## src/rtl/paddle_pkg.sv

```systemverilog
// Shared types and constants for the AY-3-8500 paddle scheduler.
// Sources pick where each player's per-frame bat position comes from.
package paddle_pkg;

  typedef enum logic [1:0] {
    SRC_DIGITAL = 2'd0,
    SRC_Y       = 2'd1,
    SRC_X       = 2'd2,
    SRC_PADDLE  = 2'd3
  } src_t;

  typedef enum logic {
    ST_DONE  = 1'b0,
    ST_COUNT = 1'b1
  } chan_state_t;

  localparam logic [7:0] DEF_STEP_SLOW = 8'd5;
  localparam logic [7:0] DEF_STEP_FAST = 8'd8;
  localparam logic [7:0] DEF_POS_INIT  = 8'd128;

  // Signed stick axis to offset-binary: -128 maps to 0, +127 maps to 255.
  function automatic logic [7:0] analog_to_u8(input logic [7:0] a);
    return {~a[7], a[6:0]};
  endfunction

endpackage

```

## src/rtl/paddle_channel.sv

```systemverilog
// One player's channel: source mux, invert, digital integrator and the
// per-scanline down-counter whose expiry marks the bat position.
module paddle_channel
  import paddle_pkg::*;
#(
  parameter logic [7:0] STEP_SLOW = DEF_STEP_SLOW,
  parameter logic [7:0] STEP_FAST = DEF_STEP_FAST,
  parameter logic [7:0] POS_INIT  = DEF_POS_INIT
) (
  input  logic        clk_sys,
  input  logic        reset,
  input  logic        vs_rise,
  input  logic        hs_rise,
  input  logic        speed,
  input  src_t        src,
  input  logic        inv,
  input  logic        up,
  input  logic        down,
  input  logic [15:0] analog,
  input  logic [7:0]  paddle,
  output logic [7:0]  pos,
  output chan_state_t state
);

  chan_state_t state_nxt;
  logic [7:0]  count, count_nxt;
  logic [7:0]  sel, load;
  logic [8:0]  step, sum, diff;

  always_comb begin
    sel = pos;
    case (src)
      SRC_DIGITAL: sel = pos;
      SRC_Y:       sel = analog_to_u8(analog[15:8]);
      SRC_X:       sel = analog_to_u8(analog[7:0]);
      SRC_PADDLE:  sel = paddle;
      default:     sel = pos;
    endcase
    load = sel ^ {8{inv}};
  end

  // 9-bit arithmetic so the carry/borrow bit flags saturation.
  assign step = {1'b0, (speed ? STEP_FAST : STEP_SLOW)};
  assign sum  = {1'b0, pos} + step;
  assign diff = {1'b0, pos} - step;

  always_ff @(posedge clk_sys or negedge reset) begin
    if (!reset) begin
      pos <= POS_INIT;
    end else if (vs_rise && src == SRC_DIGITAL) begin
      if (down)    pos <= sum[8]  ? 8'hFF : sum[7:0];
      else if (up) pos <= diff[8] ? 8'h00 : diff[7:0];
    end
  end

  always_ff @(posedge clk_sys or negedge reset) begin
    if (!reset) begin
      state <= ST_DONE;
      count <= 8'd0;
    end else begin
      state <= state_nxt;
      count <= count_nxt;
    end
  end

  // A frame load always beats a coincident scanline decrement.
  always_comb begin
    state_nxt = state;
    count_nxt = count;
    if (vs_rise) begin
      count_nxt = load;
      state_nxt = (load != 8'd0) ? ST_COUNT : ST_DONE;
    end else if (hs_rise && state == ST_COUNT) begin
      count_nxt = count - 8'd1;
      state_nxt = (count == 8'd1) ? ST_DONE : ST_COUNT;
    end
  end

endmodule

```

## src/rtl/paddle_scheduler.sv

```systemverilog
// Per-frame paddle scheduler feeding the AY-3-8500 pinLPin/pinRPin inputs.
// Sync edges are detected here and shared by both player channels.
module paddle_scheduler
  import paddle_pkg::*;
#(
  parameter logic [7:0] STEP_SLOW = DEF_STEP_SLOW,
  parameter logic [7:0] STEP_FAST = DEF_STEP_FAST,
  parameter logic [7:0] POS_INIT  = DEF_POS_INIT
) (
  input  logic        clk_sys,
  input  logic        reset,
  input  logic        hs,
  input  logic        vs,
  input  logic        speed,
  input  logic        practice,
  input  logic [1:0]  p1_src,
  input  logic [1:0]  p2_src,
  input  logic        p1_inv,
  input  logic        p2_inv,
  input  logic        p1_up,
  input  logic        p1_down,
  input  logic        p2_up,
  input  logic        p2_down,
  input  logic [15:0] p1_analog,
  input  logic [15:0] p2_analog,
  input  logic [7:0]  p1_paddle,
  input  logic [7:0]  p2_paddle,
  output logic        lp_in,
  output logic        rp_in,
  output logic [7:0]  p1_pos,
  output logic [7:0]  p2_pos
);

  logic        hs_d, vs_d, hs_rise, vs_rise;
  chan_state_t p1_state, p2_state;

  // Delays reset high so syncs held high through reset release are not edges.
  always_ff @(posedge clk_sys or negedge reset) begin
    if (!reset) begin
      hs_d <= 1'b1;
      vs_d <= 1'b1;
    end else begin
      hs_d <= hs;
      vs_d <= vs;
    end
  end

  assign hs_rise = hs & ~hs_d;
  assign vs_rise = vs & ~vs_d;

  paddle_channel #(
    .STEP_SLOW(STEP_SLOW), .STEP_FAST(STEP_FAST), .POS_INIT(POS_INIT)
  ) u_p1 (
    .clk_sys(clk_sys), .reset(reset), .vs_rise(vs_rise), .hs_rise(hs_rise),
    .speed(speed), .src(src_t'(p1_src)), .inv(p1_inv), .up(p1_up),
    .down(p1_down), .analog(p1_analog), .paddle(p1_paddle),
    .pos(p1_pos), .state(p1_state)
  );

  paddle_channel #(
    .STEP_SLOW(STEP_SLOW), .STEP_FAST(STEP_FAST), .POS_INIT(POS_INIT)
  ) u_p2 (
    .clk_sys(clk_sys), .reset(reset), .vs_rise(vs_rise), .hs_rise(hs_rise),
    .speed(speed), .src(src_t'(p2_src)), .inv(p2_inv), .up(p2_up),
    .down(p2_down), .analog(p2_analog), .paddle(p2_paddle),
    .pos(p2_pos), .state(p2_state)
  );

  always_comb begin
    lp_in = (p1_state == ST_DONE);
    rp_in = practice ? lp_in : (p2_state == ST_DONE);
  end

endmodule

```

## config.mk

```make
export PLATFORM = sky130hd
export DESIGN_NAME = paddle_scheduler
export DESIGN_NICKNAME = d
export VERILOG_FILES = /design/src/rtl/paddle_pkg.sv /design/src/rtl/paddle_channel.sv /design/src/rtl/paddle_scheduler.sv
export SDC_FILE = /design/constraint.sdc
export NUM_CORES = 1
export LEC_CHECK = 0
export CORE_MARGIN = 5
export CORE_UTILIZATION = 37
export CTS_CLUSTER_DIAMETER = 80
export CTS_CLUSTER_SIZE = 20
export DETAILED_ROUTE_END_ITERATION = 10
export SYNTH_ARGS = -nofsm -noshare
export SYNTH_HDL_FRONTEND = slang
export SYNTH_SLANG_ARGS = --single-unit
```

## constraint.sdc

```tcl
create_clock -name clk_sys -period 2.78 [get_ports clk_sys]
set_input_delay 0.278 -clock clk_sys [delete_from_list [all_inputs] [get_ports clk_sys]]
set_output_delay 0.278 -clock clk_sys [all_outputs]
set_load 0.02 [all_outputs]
```

==> impl_results.md <==
- Cell variety after synth: 57
- Final Hold Viols: 0
- Die area: 0.0108 sq mm
- Slew Limit Headroom: 45.3%
- Sequential group share of total power: 34.0%
- Register area share after synthesis: 27.8%
- Max Cap Violations: 0
- P&R area growth vs syn: 30.9%
- CTS Sinks: 36
- Reg2reg setup slack: 520 ps
- RSZ-0062 raised after global routing: no
- Num ports: 82
- Crit start category: primary input
- Remaining antenna violation count after routing: 0
- Clock share of power: 14.4%
- Final Skew: 7.48 ps
- Starting Density: 37.7%
- Pre-antenna DRT Iters: 6
- Drt drc: 0
- Synth async-reset ratio: 100%
- Drt wl/cell: 16.3 um
- Reg2reg start: u_p1.pos[2]$_DFFE_PN0P_
- FF+latch count, synth: 36
- Vias in the first global route: 3,089
- Worst Reg-to-Reg Cells: 7
- CTS tree: yes
- DR iter-0 viols: 77
- Inst Count DP: 546
- Switching Share: 42.6%
- Clock tree buffer depth: 2
- Worst-margin pin slew: 821 ps
- Setup Viol. Count Final: 0
- Setup TNS: 0 ps
- Share of cells above drive strength 1: 8.30%
- First-pass GRT wire length: 15,100 um
- Final period utilization: 87.1%
- Top cell type's share of synthesized area: 24.6%
- Clock latency at the later pin of the worst-skew pair: 290 ps
- Synth Instances: 367
- Critical path peak fanout: 8
- Status: finished, final reports clean
- Final max-slew violation count: 0
- Row cnt: 34
- Initial antenna violation count: 0
- WP data arrival: 2600 ps
- Post-DP HPWL: 7000 um
- Chip height: 104 um
- Non-Filler Instances: 554
- CTS Hold Bufs: 0
- Antenna cell count: 0
- Nets: 529
- Overflow after GRT: 0
- Synth Area per Inst: 8.88 sq um
- Leak pwr: 1.64 nW
- Comb pwr share: 51.6%
- Largest net degree at the start of global routing: 37
- Total number of vias: 3,048
- Crit Path Category: primary input to flop
- PwrDens: 634 mW/mm^2
- Syn nets: 451
- Port bufs: 81
- Post-synth top cells: 37 x nor2_1, 34 x a21oi_1, 32 x dfrtp_1, 22 x nand2_1
- Worst Setup End Kind: flop
- Post-Route WL: 9020 um
- All-Layer GR Usage: 16.5%
- Top_reg_cell synth: dfrtp_1
- Worst Path Required: 2960 ps
- Clock transition at path regs: 70 ps
- Area contributors post-synth: dfrtp_1 25%, ha_1 7.7%, mux4_2 5.5%, xor2_1 5.4%, a21oi_1 5.2%
- Vias per cell: 5.50
- CTS Root Cell: clkbuf_8
- H-tree levels: 2
- Post-CTS Setup Bufs: 0
- Final GP Congestion: 0.872
- Post-CTS sizing: 0
- R2r endpoint: u_p1.pos[3]$_DFFE_PN0P_
- Number of synthesized flops with an enable pin: 0
- Die Wd: 104 um
- Core Area: 0.00864 sq mm
- Most common cell in the synthesized netlist: nor2_1
- Post-layout min period: 2420 ps
- CTS Buf Count: 5
- Cell Area, Synth: 0.00326 sq mm
- Hold Path Class: primary input to asynchronous set/reset pin
- Area leader, netlist: dfrtp_1
- Ys Warns: 0
- Fmax: 413 MHz
- Switch Pwr: 1.15 mW
- Pint: 1.55 mW
- Max VDD drop: 0.435 mV
logic make-up after synthesis:
group           synth area share (%)
mux                             11.1
buf+inv                         5.18
fa+ha+maj                       7.68
simple gates                    18.3
compound gates                  21.5
xor+xnor                        8.33
flops                           27.8
area by class of cell:
class,count,area [sq um]
clock inverters,2,10.0
well taps,108,135
fillers,814,4370
flip-flops and latches,36,906
inverters,16,60.1
repair buffers,91,881
clock buffers,6,82.6
multi-input cells,295,2190
layout by cell type (no fill, tap or decap), types with 3 or more instances in the layout:
| cell | synthesis | routed |
|---|---|---|
| mux4_1 | 5 | 5 |
| a31oi_1 | 9 | 9 |
| nand3b_1 | 4 | 4 |
| mux4_2 | 8 | 8 |
| nand2_1 | 22 | 22 |
| xnor2_1 | 11 | 11 |
| dfrtp_1 | 32 | 32 |
| clkbuf_8 | 1 | 6 |
| nor3_1 | 9 | 9 |
| nand4_1 | 8 | 8 |
| clkdlybuf4s50_1 | 0 | 80 |
| dfstp_2 | 4 | 4 |
| o22a_1 | 5 | 5 |
| o21bai_1 | 9 | 9 |
| nor2b_1 | 5 | 5 |
| ha_1 | 20 | 20 |
| a211oi_1 | 6 | 6 |
| nand3_1 | 12 | 12 |
| o21ai_0 | 20 | 20 |
| nor2_1 | 37 | 37 |
| o211ai_1 | 3 | 3 |
| inv_1 | 16 | 16 |
| or3_1 | 5 | 5 |
| mux2i_1 | 4 | 4 |
| or4_1 | 5 | 5 |
| a21oi_1 | 34 | 34 |
| xor2_1 | 20 | 20 |
| buf_4 | 1 | 10 |
how the worst max path moves through the flow:
stage                             from                 endpoint  slack [ps]  depth (start not counted)
2_1_floorplan  u_p1.pos[2]$_DFFE_PN0P_  u_p1.pos[3]$_DFFE_PN0P_         690                          7
3_3_place_gp                     speed  u_p1.pos[3]$_DFFE_PN0P_         160                          9
3_5_place_dp                     speed  u_p1.pos[3]$_DFFE_PN0P_          80                          9
4_1_cts                          speed  u_p1.pos[3]$_DFFE_PN0P_         400                          9
5_1_grt                          speed  u_p1.pos[3]$_DFFE_PN0P_         230                          9
6_report                         speed  u_p1.pos[3]$_DFFE_PN0P_         360                          9
critical path, stage by stage:
cell and delay, ps:
clkdlybuf4s50_1 470, inv_1 150, ha_1 410, o21bai_1 120, a211o_1 350, o21ai_0 370
o221a_2 260, a21oi_1 40, o22a_1 150
state kept, by name, summed over array words and instances (netlist names):
signal and cells:
hs_d 1, u_p2.count 8, u_p1.pos 8, u_p1.count 8
u_p2.state 1, u_p2.pos 8, u_p1.state 1, vs_d 1
power groups by stage:
| stage | clock, mW | sequential (mW) | combinational (mW) |
|---|---|---|---|
| 2_1_floorplan | 0 | 0.903 | 0.885 |
| 3_3_place_gp | 0 | 0.929 | 1.38 |
| 3_5_place_dp | 0 | 0.929 | 1.38 |
| 4_1_cts | 0.410 | 0.920 | 1.39 |
| 5_1_grt | 0.427 | 0.950 | 1.54 |
| 6_report | 0.390 | 0.921 | 1.40 |
metrics by stage:
step | hold slack [ps] | utilization [%] | worst slack (ps) | total power [mW] | cell area, sq um
finish | 79.9 | 49.4 | 360 | 2.71 | 4270
global placement | 435 | 48.3 | 159 | 2.31 | 4170
global route | 171 | 49.4 | 227 | 2.92 | 4270
floorplan | -17.6 | - | 690 | 1.79 | 3260
CTS | 112 | 49.4 | 397 | 2.72 | 4270
detailed placement | 430 | 48.3 | 82.1 | 2.31 | 4170
per-layer routing:
| layer | global-route usage (%) | part of all wire (%) | wire (um) |
|---|---|---|---|
| met2 | 28.3 | 50 | 4470 |
| met3 | 2.61 | 2.9 | 266 |
| met5 | 0 | 0 | 0 |
| met4 | 4.72 | 1.4 | 124 |
| met1 | 21.6 | 46 | 4160 |
No activity file was read; power rests on OpenSTA's default activity.
